$ cat config.mk
export PLATFORM = sky130hd
export DESIGN_NAME = jtopl_eg_ctrl_flat
export DESIGN_NICKNAME = d
export VERILOG_FILES = /design/src/rtl/jtopl_eg_ctrl_if.sv /design/src/rtl/jtopl_eg_ctrl.sv /design/src/flat_wrapper.sv
export SDC_FILE = /design/constraint.sdc
export NUM_CORES = 1
export LEC_CHECK = 0
export CAP_MARGIN = 20
export CORE_MARGIN = 2
export CORE_UTILIZATION = 53
export CTS_BUF_LIST = sky130_fd_sc_hd__clkbuf_4 sky130_fd_sc_hd__clkbuf_8 sky130_fd_sc_hd__clkbuf_16
export DETAILED_ROUTE_END_ITERATION = 8
export GPL_TIMING_DRIVEN = 0
export PLACE_DENSITY = 0.79
export SYNTH_ARGS = -nofsm -noshare
export SYNTH_HDL_FRONTEND = slang
export SYNTH_SLANG_ARGS = --single-unit
$ cat constraint.sdc
create_clock -name clk -period 4.12 [get_ports clk]
set_input_delay 0.824 -clock clk [delete_from_list [all_inputs] [get_ports clk]]
set_output_delay 0.824 -clock clk [all_outputs]
set_load 0.02 [all_outputs]
$ cat src/rtl/jtopl_eg_ctrl_if.sv
// ---------------------------------------------------------------------------
// jtopl_eg_ctrl_if
// Bundles the per-slot register-file inputs and the sequencer outputs of the
// OPL envelope phase sequencer.
//   master : register file / pipeline side (drives rates, key-on, level)
//   slave  : jtopl_eg_ctrl (drives slot addressing, counter, registered rate)
// Signals:
//   cen, keyon, arate, drate, rrate, sl, eg_type, eg_level  -> sequencer
//   slot, zero, eg_cnt, out_slot, attack, base_rate, phase,
//   keyon_now, keyoff_now                                    <- sequencer
// ---------------------------------------------------------------------------
interface jtopl_eg_ctrl_if;
  logic        cen;
  logic        keyon;
  logic [3:0]  arate;
  logic [3:0]  drate;
  logic [3:0]  rrate;
  logic [3:0]  sl;
  logic        eg_type;
  logic [9:0]  eg_level;
  logic [4:0]  slot;
  logic        zero;
  logic [14:0] eg_cnt;
  logic [4:0]  out_slot;
  logic        attack;
  logic [4:0]  base_rate;
  logic [1:0]  phase;
  logic        keyon_now;
  logic        keyoff_now;

  modport master (
    output cen, keyon, arate, drate, rrate, sl, eg_type, eg_level,
    input  slot, zero, eg_cnt, out_slot, attack, base_rate, phase,
           keyon_now, keyoff_now
  );

  modport slave (
    input  cen, keyon, arate, drate, rrate, sl, eg_type, eg_level,
    output slot, zero, eg_cnt, out_slot, attack, base_rate, phase,
           keyon_now, keyoff_now
  );
endinterface

$ cat src/rtl/jtopl_eg_ctrl.sv
// ---------------------------------------------------------------------------
// jtopl_eg_ctrl
// Per-slot envelope phase sequencer for the OPL envelope generator. Walks the
// operator slots round-robin, owns the global 15-bit envelope counter, keeps
// an ATTACK/DECAY/SUSTAIN/RELEASE phase per slot and presents the rate-step
// datapath with the rate of the serviced slot one cen later.
// Ports:
//   clk  : system clock
//   rst  : asynchronous reset, active-high
//   bus  : jtopl_eg_ctrl_if.slave (register-file inputs, sequencer outputs)
// Parameters:
//   SLOTS : operator slots per sweep (2..32)
// Configuration macro:
//   JTOPL_EG_HALFRATE_EN : when defined, eg_cnt advances on every second
//                          slot wrap instead of every wrap.
// ---------------------------------------------------------------------------
module jtopl_eg_ctrl #(
  parameter int SLOTS = 18
) (
  input  logic            clk,
  input  logic            rst,
  jtopl_eg_ctrl_if.slave  bus
);

  localparam int         SW        = (SLOTS > 2) ? $clog2(SLOTS) : 1;
  localparam logic [4:0] LAST_SLOT = 5'(SLOTS - 1);

  typedef enum logic [1:0] {
    PH_ATTACK  = 2'd0,
    PH_DECAY   = 2'd1,
    PH_SUSTAIN = 2'd2,
    PH_RELEASE = 2'd3
  } phase_e;

  // Rate presented to the step datapath for the phase a slot is entering.
  function automatic logic [4:0] rate_for_phase(
    input phase_e     ph,
    input logic [3:0] ar,
    input logic [3:0] dr,
    input logic [3:0] rr,
    input logic       et
  );
    logic [4:0] r;
    case (ph)
      PH_ATTACK:  r = {ar, 1'b0};
      PH_DECAY:   r = {dr, 1'b0};
      PH_SUSTAIN: r = et ? 5'd0 : {rr, 1'b0};
      PH_RELEASE: r = {rr, 1'b0};
      default:    r = {rr, 1'b0};
    endcase
    return r;
  endfunction

  logic [4:0]       slot_q, slot_d;
  logic [14:0]      eg_cnt_q, eg_cnt_d;
  phase_e           phase_mem_q [SLOTS];
  phase_e           phase_mem_d [SLOTS];
  logic [SLOTS-1:0] prev_keyon_q, prev_keyon_d;
  logic [4:0]       out_slot_q, out_slot_d;
  logic             attack_q, attack_d;
  logic [4:0]       base_rate_q, base_rate_d;
  phase_e           phase_q, phase_d;
  logic             keyon_now_q, keyon_now_d;
  logic             keyoff_now_q, keyoff_now_d;

  logic [SW-1:0]    slot_idx_s;
  phase_e           cur_phase_s;
  phase_e           next_phase_s;
  logic             prev_kon_s;
  logic             kon_edge_s;
  logic             koff_edge_s;
  logic [4:0]       slx_s;
  logic             wrap_s;
  logic             cnt_inc_s;

  assign slot_idx_s  = slot_q[SW-1:0];
  assign cur_phase_s = phase_mem_q[slot_idx_s];
  assign prev_kon_s  = prev_keyon_q[slot_idx_s];
  assign wrap_s      = (slot_q == LAST_SLOT);

`ifdef JTOPL_EG_HALFRATE_EN
  logic half_tgl_q, half_tgl_d;

  // Divide-by-two toggle: flips on every wrap, counter only advances when set.
  always_comb begin
    half_tgl_d = half_tgl_q;
    if (bus.cen && wrap_s) begin
      half_tgl_d = ~half_tgl_q;
    end else begin
      half_tgl_d = half_tgl_q;
    end
  end

  // Half-rate toggle register.
  always_ff @(posedge clk or posedge rst) begin
    if (rst) begin
      half_tgl_q <= 1'b0;
    end else begin
      half_tgl_q <= half_tgl_d;
    end
  end

  assign cnt_inc_s = wrap_s & half_tgl_q;
`else
  assign cnt_inc_s = wrap_s;
`endif

  // Next-phase decision for the serviced slot; key edges beat level events.
  always_comb begin
    kon_edge_s   = bus.keyon & ~prev_kon_s;
    koff_edge_s  = ~bus.keyon & prev_kon_s;
    // sl=15 maps to the bottom of the range so DECAY runs all the way down.
    slx_s        = (bus.sl == 4'd15) ? 5'd31 : {1'b0, bus.sl};
    next_phase_s = cur_phase_s;
    if (kon_edge_s) begin
      next_phase_s = PH_ATTACK;
    end else if (koff_edge_s) begin
      next_phase_s = PH_RELEASE;
    end else begin
      case (cur_phase_s)
        PH_ATTACK: begin
          if (bus.eg_level == 10'd0) begin
            next_phase_s = PH_DECAY;
          end else begin
            next_phase_s = PH_ATTACK;
          end
        end
        PH_DECAY: begin
          if (bus.eg_level[9:5] >= slx_s) begin
            next_phase_s = PH_SUSTAIN;
          end else begin
            next_phase_s = PH_DECAY;
          end
        end
        PH_SUSTAIN: next_phase_s = PH_SUSTAIN;
        PH_RELEASE: next_phase_s = PH_RELEASE;
        default:    next_phase_s = PH_RELEASE;
      endcase
    end
  end

  // Next-state for counters, per-slot memory and registered outputs.
  always_comb begin
    slot_d       = slot_q;
    eg_cnt_d     = eg_cnt_q;
    phase_mem_d  = phase_mem_q;
    prev_keyon_d = prev_keyon_q;
    out_slot_d   = out_slot_q;
    attack_d     = attack_q;
    base_rate_d  = base_rate_q;
    phase_d      = phase_q;
    keyon_now_d  = keyon_now_q;
    keyoff_now_d = keyoff_now_q;
    if (bus.cen) begin
      slot_d                   = wrap_s ? 5'd0 : (slot_q + 5'd1);
      eg_cnt_d                 = cnt_inc_s ? (eg_cnt_q + 15'd1) : eg_cnt_q;
      phase_mem_d[slot_idx_s]  = next_phase_s;
      prev_keyon_d[slot_idx_s] = bus.keyon;
      out_slot_d               = slot_q;
      attack_d                 = (next_phase_s == PH_ATTACK);
      base_rate_d              = rate_for_phase(next_phase_s, bus.arate,
                                                bus.drate, bus.rrate,
                                                bus.eg_type);
      phase_d                  = next_phase_s;
      keyon_now_d              = kon_edge_s;
      keyoff_now_d             = koff_edge_s;
    end else begin
      // cen low: everything, pulses included, holds.
      slot_d = slot_q;
    end
  end

  // State and output registers.
  always_ff @(posedge clk or posedge rst) begin
    if (rst) begin
      slot_q       <= 5'd0;
      eg_cnt_q     <= 15'd0;
      prev_keyon_q <= '0;
      for (int i = 0; i < SLOTS; i++) begin
        phase_mem_q[i] <= PH_RELEASE;
      end
      out_slot_q   <= 5'd0;
      attack_q     <= 1'b0;
      base_rate_q  <= 5'd0;
      phase_q      <= PH_RELEASE;
      keyon_now_q  <= 1'b0;
      keyoff_now_q <= 1'b0;
    end else begin
      slot_q       <= slot_d;
      eg_cnt_q     <= eg_cnt_d;
      prev_keyon_q <= prev_keyon_d;
      phase_mem_q  <= phase_mem_d;
      out_slot_q   <= out_slot_d;
      attack_q     <= attack_d;
      base_rate_q  <= base_rate_d;
      phase_q      <= phase_d;
      keyon_now_q  <= keyon_now_d;
      keyoff_now_q <= keyoff_now_d;
    end
  end

  assign bus.slot       = slot_q;
  assign bus.zero       = (slot_q == 5'd0);
  assign bus.eg_cnt     = eg_cnt_q;
  assign bus.out_slot   = out_slot_q;
  assign bus.attack     = attack_q;
  assign bus.base_rate  = base_rate_q;
  assign bus.phase      = phase_q;
  assign bus.keyon_now  = keyon_now_q;
  assign bus.keyoff_now = keyoff_now_q;

endmodule

$ cat src/flat_wrapper.sv
// flat-port wrapper written by rule: the top's interface ports become plain ports
module jtopl_eg_ctrl_flat 
#(
  parameter int SLOTS = 18
)
  (clk, rst, bus_cen, bus_keyon, bus_arate, bus_drate, bus_rrate, bus_sl, bus_eg_type, bus_eg_level, bus_slot, bus_zero, bus_eg_cnt, bus_out_slot, bus_attack, bus_base_rate, bus_phase, bus_keyon_now, bus_keyoff_now);
  jtopl_eg_ctrl_if bus_i ();
  input  logic clk;
  input  logic rst;
  input wire logic [$bits(bus_i.cen)-1:0] bus_cen;
  input wire logic [$bits(bus_i.keyon)-1:0] bus_keyon;
  input wire logic [$bits(bus_i.arate)-1:0] bus_arate;
  input wire logic [$bits(bus_i.drate)-1:0] bus_drate;
  input wire logic [$bits(bus_i.rrate)-1:0] bus_rrate;
  input wire logic [$bits(bus_i.sl)-1:0] bus_sl;
  input wire logic [$bits(bus_i.eg_type)-1:0] bus_eg_type;
  input wire logic [$bits(bus_i.eg_level)-1:0] bus_eg_level;
  output wire logic [$bits(bus_i.slot)-1:0] bus_slot;
  output wire logic [$bits(bus_i.zero)-1:0] bus_zero;
  output wire logic [$bits(bus_i.eg_cnt)-1:0] bus_eg_cnt;
  output wire logic [$bits(bus_i.out_slot)-1:0] bus_out_slot;
  output wire logic [$bits(bus_i.attack)-1:0] bus_attack;
  output wire logic [$bits(bus_i.base_rate)-1:0] bus_base_rate;
  output wire logic [$bits(bus_i.phase)-1:0] bus_phase;
  output wire logic [$bits(bus_i.keyon_now)-1:0] bus_keyon_now;
  output wire logic [$bits(bus_i.keyoff_now)-1:0] bus_keyoff_now;
  assign bus_i.cen = bus_cen;
  assign bus_i.keyon = bus_keyon;
  assign bus_i.arate = bus_arate;
  assign bus_i.drate = bus_drate;
  assign bus_i.rrate = bus_rrate;
  assign bus_i.sl = bus_sl;
  assign bus_i.eg_type = bus_eg_type;
  assign bus_i.eg_level = bus_eg_level;
  assign bus_slot = bus_i.slot;
  assign bus_zero = bus_i.zero;
  assign bus_eg_cnt = bus_i.eg_cnt;
  assign bus_out_slot = bus_i.out_slot;
  assign bus_attack = bus_i.attack;
  assign bus_base_rate = bus_i.base_rate;
  assign bus_phase = bus_i.phase;
  assign bus_keyon_now = bus_i.keyon_now;
  assign bus_keyoff_now = bus_i.keyoff_now;
  jtopl_eg_ctrl #(.SLOTS(SLOTS)) u_core (.clk(clk), .rst(rst), .bus(bus_i));
endmodule
==> impl_metrics.env <==
export IMPL_status="finished, final reports clean"
export IMPL_io_pins=67
export IMPL_fmax_mhz=286
export IMPL_path_cells="buf_2, buf_1, mux4_2, a22oi_1, and4_1, nor2_1, a211oi_2, nor2_2, buf_6, mux2_2"
export IMPL_core_sq_um=8090
export IMPL_synth_cells_most_frequent="dfrtp_1 (50), nand2_1 (41), dfstp_2 (38), mux2_2 (38), nor2_1 (28)"
export IMPL_synthFlopType="dfrtp_1"
export IMPL_dr_pass1_iters=5
export IMPL_cts_buffers=9
export IMPL_critPathKind="reg2reg"
export IMPL_cellPowerDensity_nw_per_um2=678
export IMPL_dp_hpwl_microns=7300
export IMPL_overflow=0
export IMPL_grt_pass1_vias=3305
export IMPL_place_area_sq_um=5160
export IMPL_crit_required_ns=4.42
export IMPL_cts_root_buf="clkbuf_8"
export IMPL_slowest_delay_ns=0.69
export IMPL_relSlewSlack_pct=46.9
export IMPL_first_iter_violations=249
export IMPL_h_tree_depth=3
export IMPL_die_area_sq_um=8960
export IMPL_clock_sinks=88
export IMPL_yosys_area_top_type_share_pct=28.7
export IMPL_ant_nets=0
export IMPL_ff2ff_setup_slack_ns=0.63
export IMPL_place_congestion=0.871
export IMPL_async_reset_ff_share_pct=100
export IMPL_syn_to_final_growth_pct=22.9
export IMPL_synth_top_area_cell="dfrtp_1"
export IMPL_drc=0
export IMPL_p_leak_uw=0.00220
export IMPL_worst_pin_slew_ns=0.793
export IMPL_syn_area_per_cell_sq_um=11.4
export IMPL_diodes=0
export IMPL_final_layout_size_suffix_gt1_share_pct=26.0
export IMPL_insertion_delay_ns=0.38
export IMPL_synthTopCellsByArea="dfrtp_1 (29%), dfstp_2 (23%), mux2_2 (9.8%)"
export IMPL_post_cts_buffers=0
export IMPL_worst_path_buf_inv=3
export IMPL_synth_seq_area_share_pct=51.6
export IMPL_die_h_microns=94.7
export IMPL_setup_violations=0
export IMPL_synthesis_nets=422
export IMPL_wire_per_inst_microns=17.6
export IMPL_fin_ws_ns=0.627
export IMPL_fin_area_sq_um=5360
export IMPL_path_max_fanout=10
export IMPL_grt_pass1_wl_microns=16100
export IMPL_die_width_microns=94.7
export IMPL_via_per_inst=5.72
export IMPL_rows=33
export IMPL_vias=3243
export IMPL_finalClockSkew_ns=0.0160
export IMPL_cts_buffer_depth=2
export IMPL_ys_warn_count=0
export IMPL_antenna_found_initial=0
export IMPL_cts_hold_buf=0
export IMPL_io_buffers=64
export IMPL_max_cap_viol_count=0
export IMPL_pre_cts_ws_ns=0.347
export IMPL_routed_wl_microns=9950
export IMPL_ys_ff_latch=88
export IMPL_grt_max_degree=72
export IMPL_endpoint_kind="register"
export IMPL_grt_usage_pct=23.9
export IMPL_hold_viol=0
export IMPL_nNetsFinal=498
export IMPL_post_route_min_period_ns=3.49
export IMPL_cts_clk_slew_worst_paths_ns=0.09
export IMPL_synth_most_common_cell="dfrtp_1"
export IMPL_cts_resized_gates=0
export IMPL_final_max_slew_violation_count=0
export IMPL_start_util_pct=53.8
export IMPL_finalCritPeriodShare_pct=84.8
export IMPL_synthCells=381
export IMPL_startpoint_type="register"
export IMPL_syn_cell_area_sq_um=4360
export IMPL_slowest_stage="a211oi_2"
export IMPL_cts_tree="built"
export IMPL_synth_edf_count=0
export IMPL_holdCritPathClass="reg2reg"
export IMPL_ys_types=51
export IMPL_irDropWorstVdd_uv=391
export IMPL_rsz0062_at_grt="no"
export IMPL_cp_arrival_ns=3.79
export IMPL_path_delay_family="compound AO/OA/AOI/OAI gates"
==> power by group <==
group / switching (uW) / internal (uW) / total (uW)
Clock: 349 / 238 / 587
Sequential: 188 / 1270 / 1460
Combinational: 863 / 724 / 1590
==> stage by stage <==
stage	util, %	TNS, ns	hold WS [ns]	instances	power, uW
2_1_floorplan	-	0	0.450	381	2500
3_3_place_gp	63.4	-9.88	0.458	550	2990
3_5_place_dp	63.8	0	0.462	551	3060
4_1_cts	66.2	0	0.478	567	3650
5_1_grt	66.2	0	0.483	567	3850
6_report	66.2	0	0.476	567	3630
==> tightest hold or removal path: stages (launching register included) <==
cell     delay [ns]
dfstp_2        0.38
nand2_1        0.04
o31ai_1        0.06
==> layout by cell type, fill, tap and decap left out, types with 3 or more instances in the layout <==
master           count
inv_1               13
and3_1               3
o221ai_1             4
o31ai_1              8
clkbuf_8             9
nand3_1             14
xor2_1               3
mux2_2              38
buf_2                7
ha_1                10
clkbuf_1             9
nand2b_1             3
dfstp_2             38
nand2_1             41
o22ai_1              4
xnor2_1             13
mux4_2               9
o21ai_0             16
nor3_1               3
clkdlybuf4s50_1     64
a21boi_0             4
dfrtp_1             50
and4_1               3
nand4_1              9
a21oi_1             14
nor2_1              28
==> per-layer routing <==
metal / track usage (%) / vias up / wire, microns
li1: - / 1522 / -
met5: 0 / - / 0
met1: 31.5 / 1595 / 4200
met3: 5.67 / 19 / 623
met4: 10.9 / 0 / 190
met2: 37.6 / 107 / 4940
==> registers in the layout, indices dropped and copies added (netlist names) <==
| register | flops |
|---|---|
| u_core.prev_keyon_q | 18 |
| u_core.bus.keyoff_now | 1 |
| u_core.bus.keyon_now | 1 |
| u_core.phase_mem_q | 36 |
| u_core.bus.out_slot | 5 |
| u_core.bus.base_rate | 4 |
| u_core.bus.phase | 2 |
| u_core.bus.eg_cnt | 15 |
| u_core.bus.attack | 1 |
| u_core.bus.slot | 5 |
==> cells by family (layout without fill, tap and decap cells) <==
family,Yosys count,count (layout),synth area share [%]
multiplexers,51,51,15.9
other,1,1,0.0861
AND/OR/NAND/NOR,117,117,12.9
XOR/XNOR,16,16,3.22
buffers and inverters,35,116,3.65
AO/OA/AOI/OAI,63,63,9.73
flip-flops,88,88,51.6
adder cells (fa/ha/maj),10,10,2.87
==> final timing paths <==
check	cells past startpoint	endpoint	start
max in group asynchronous	3	u_core.phase_mem_q[4]	rst
max	10	u_core.phase_mem_q[17]	u_core.bus.slot[2]
min in group asynchronous	2	u_core.bus.eg_cnt[13]	rst
min reg2reg	2	u_core.phase_mem_q[27]	u_core.phase_mem_q[27]
max reg2reg	10	u_core.phase_mem_q[17]	u_core.bus.slot[2]
min	2	u_core.phase_mem_q[27]	u_core.phase_mem_q[27]
==> final cells by class <==
| type | count | area (sq um) |
|---|---|---|
| Fill cell | 640 | 2740 |
| Sequential cell | 88 | 2250 |
| Multi-Input combinational cell | 258 | 1950 |
| Timing Repair Buffer | 65 | 668 |
| Tap cell | 105 | 131 |
| Clock buffer | 9 | 124 |
| Buffer | 21 | 106 |
| Clock inverter | 7 | 72.6 |
| Inverter | 14 | 55.1 |
No activity file was read; power rests on OpenSTA's default activity.
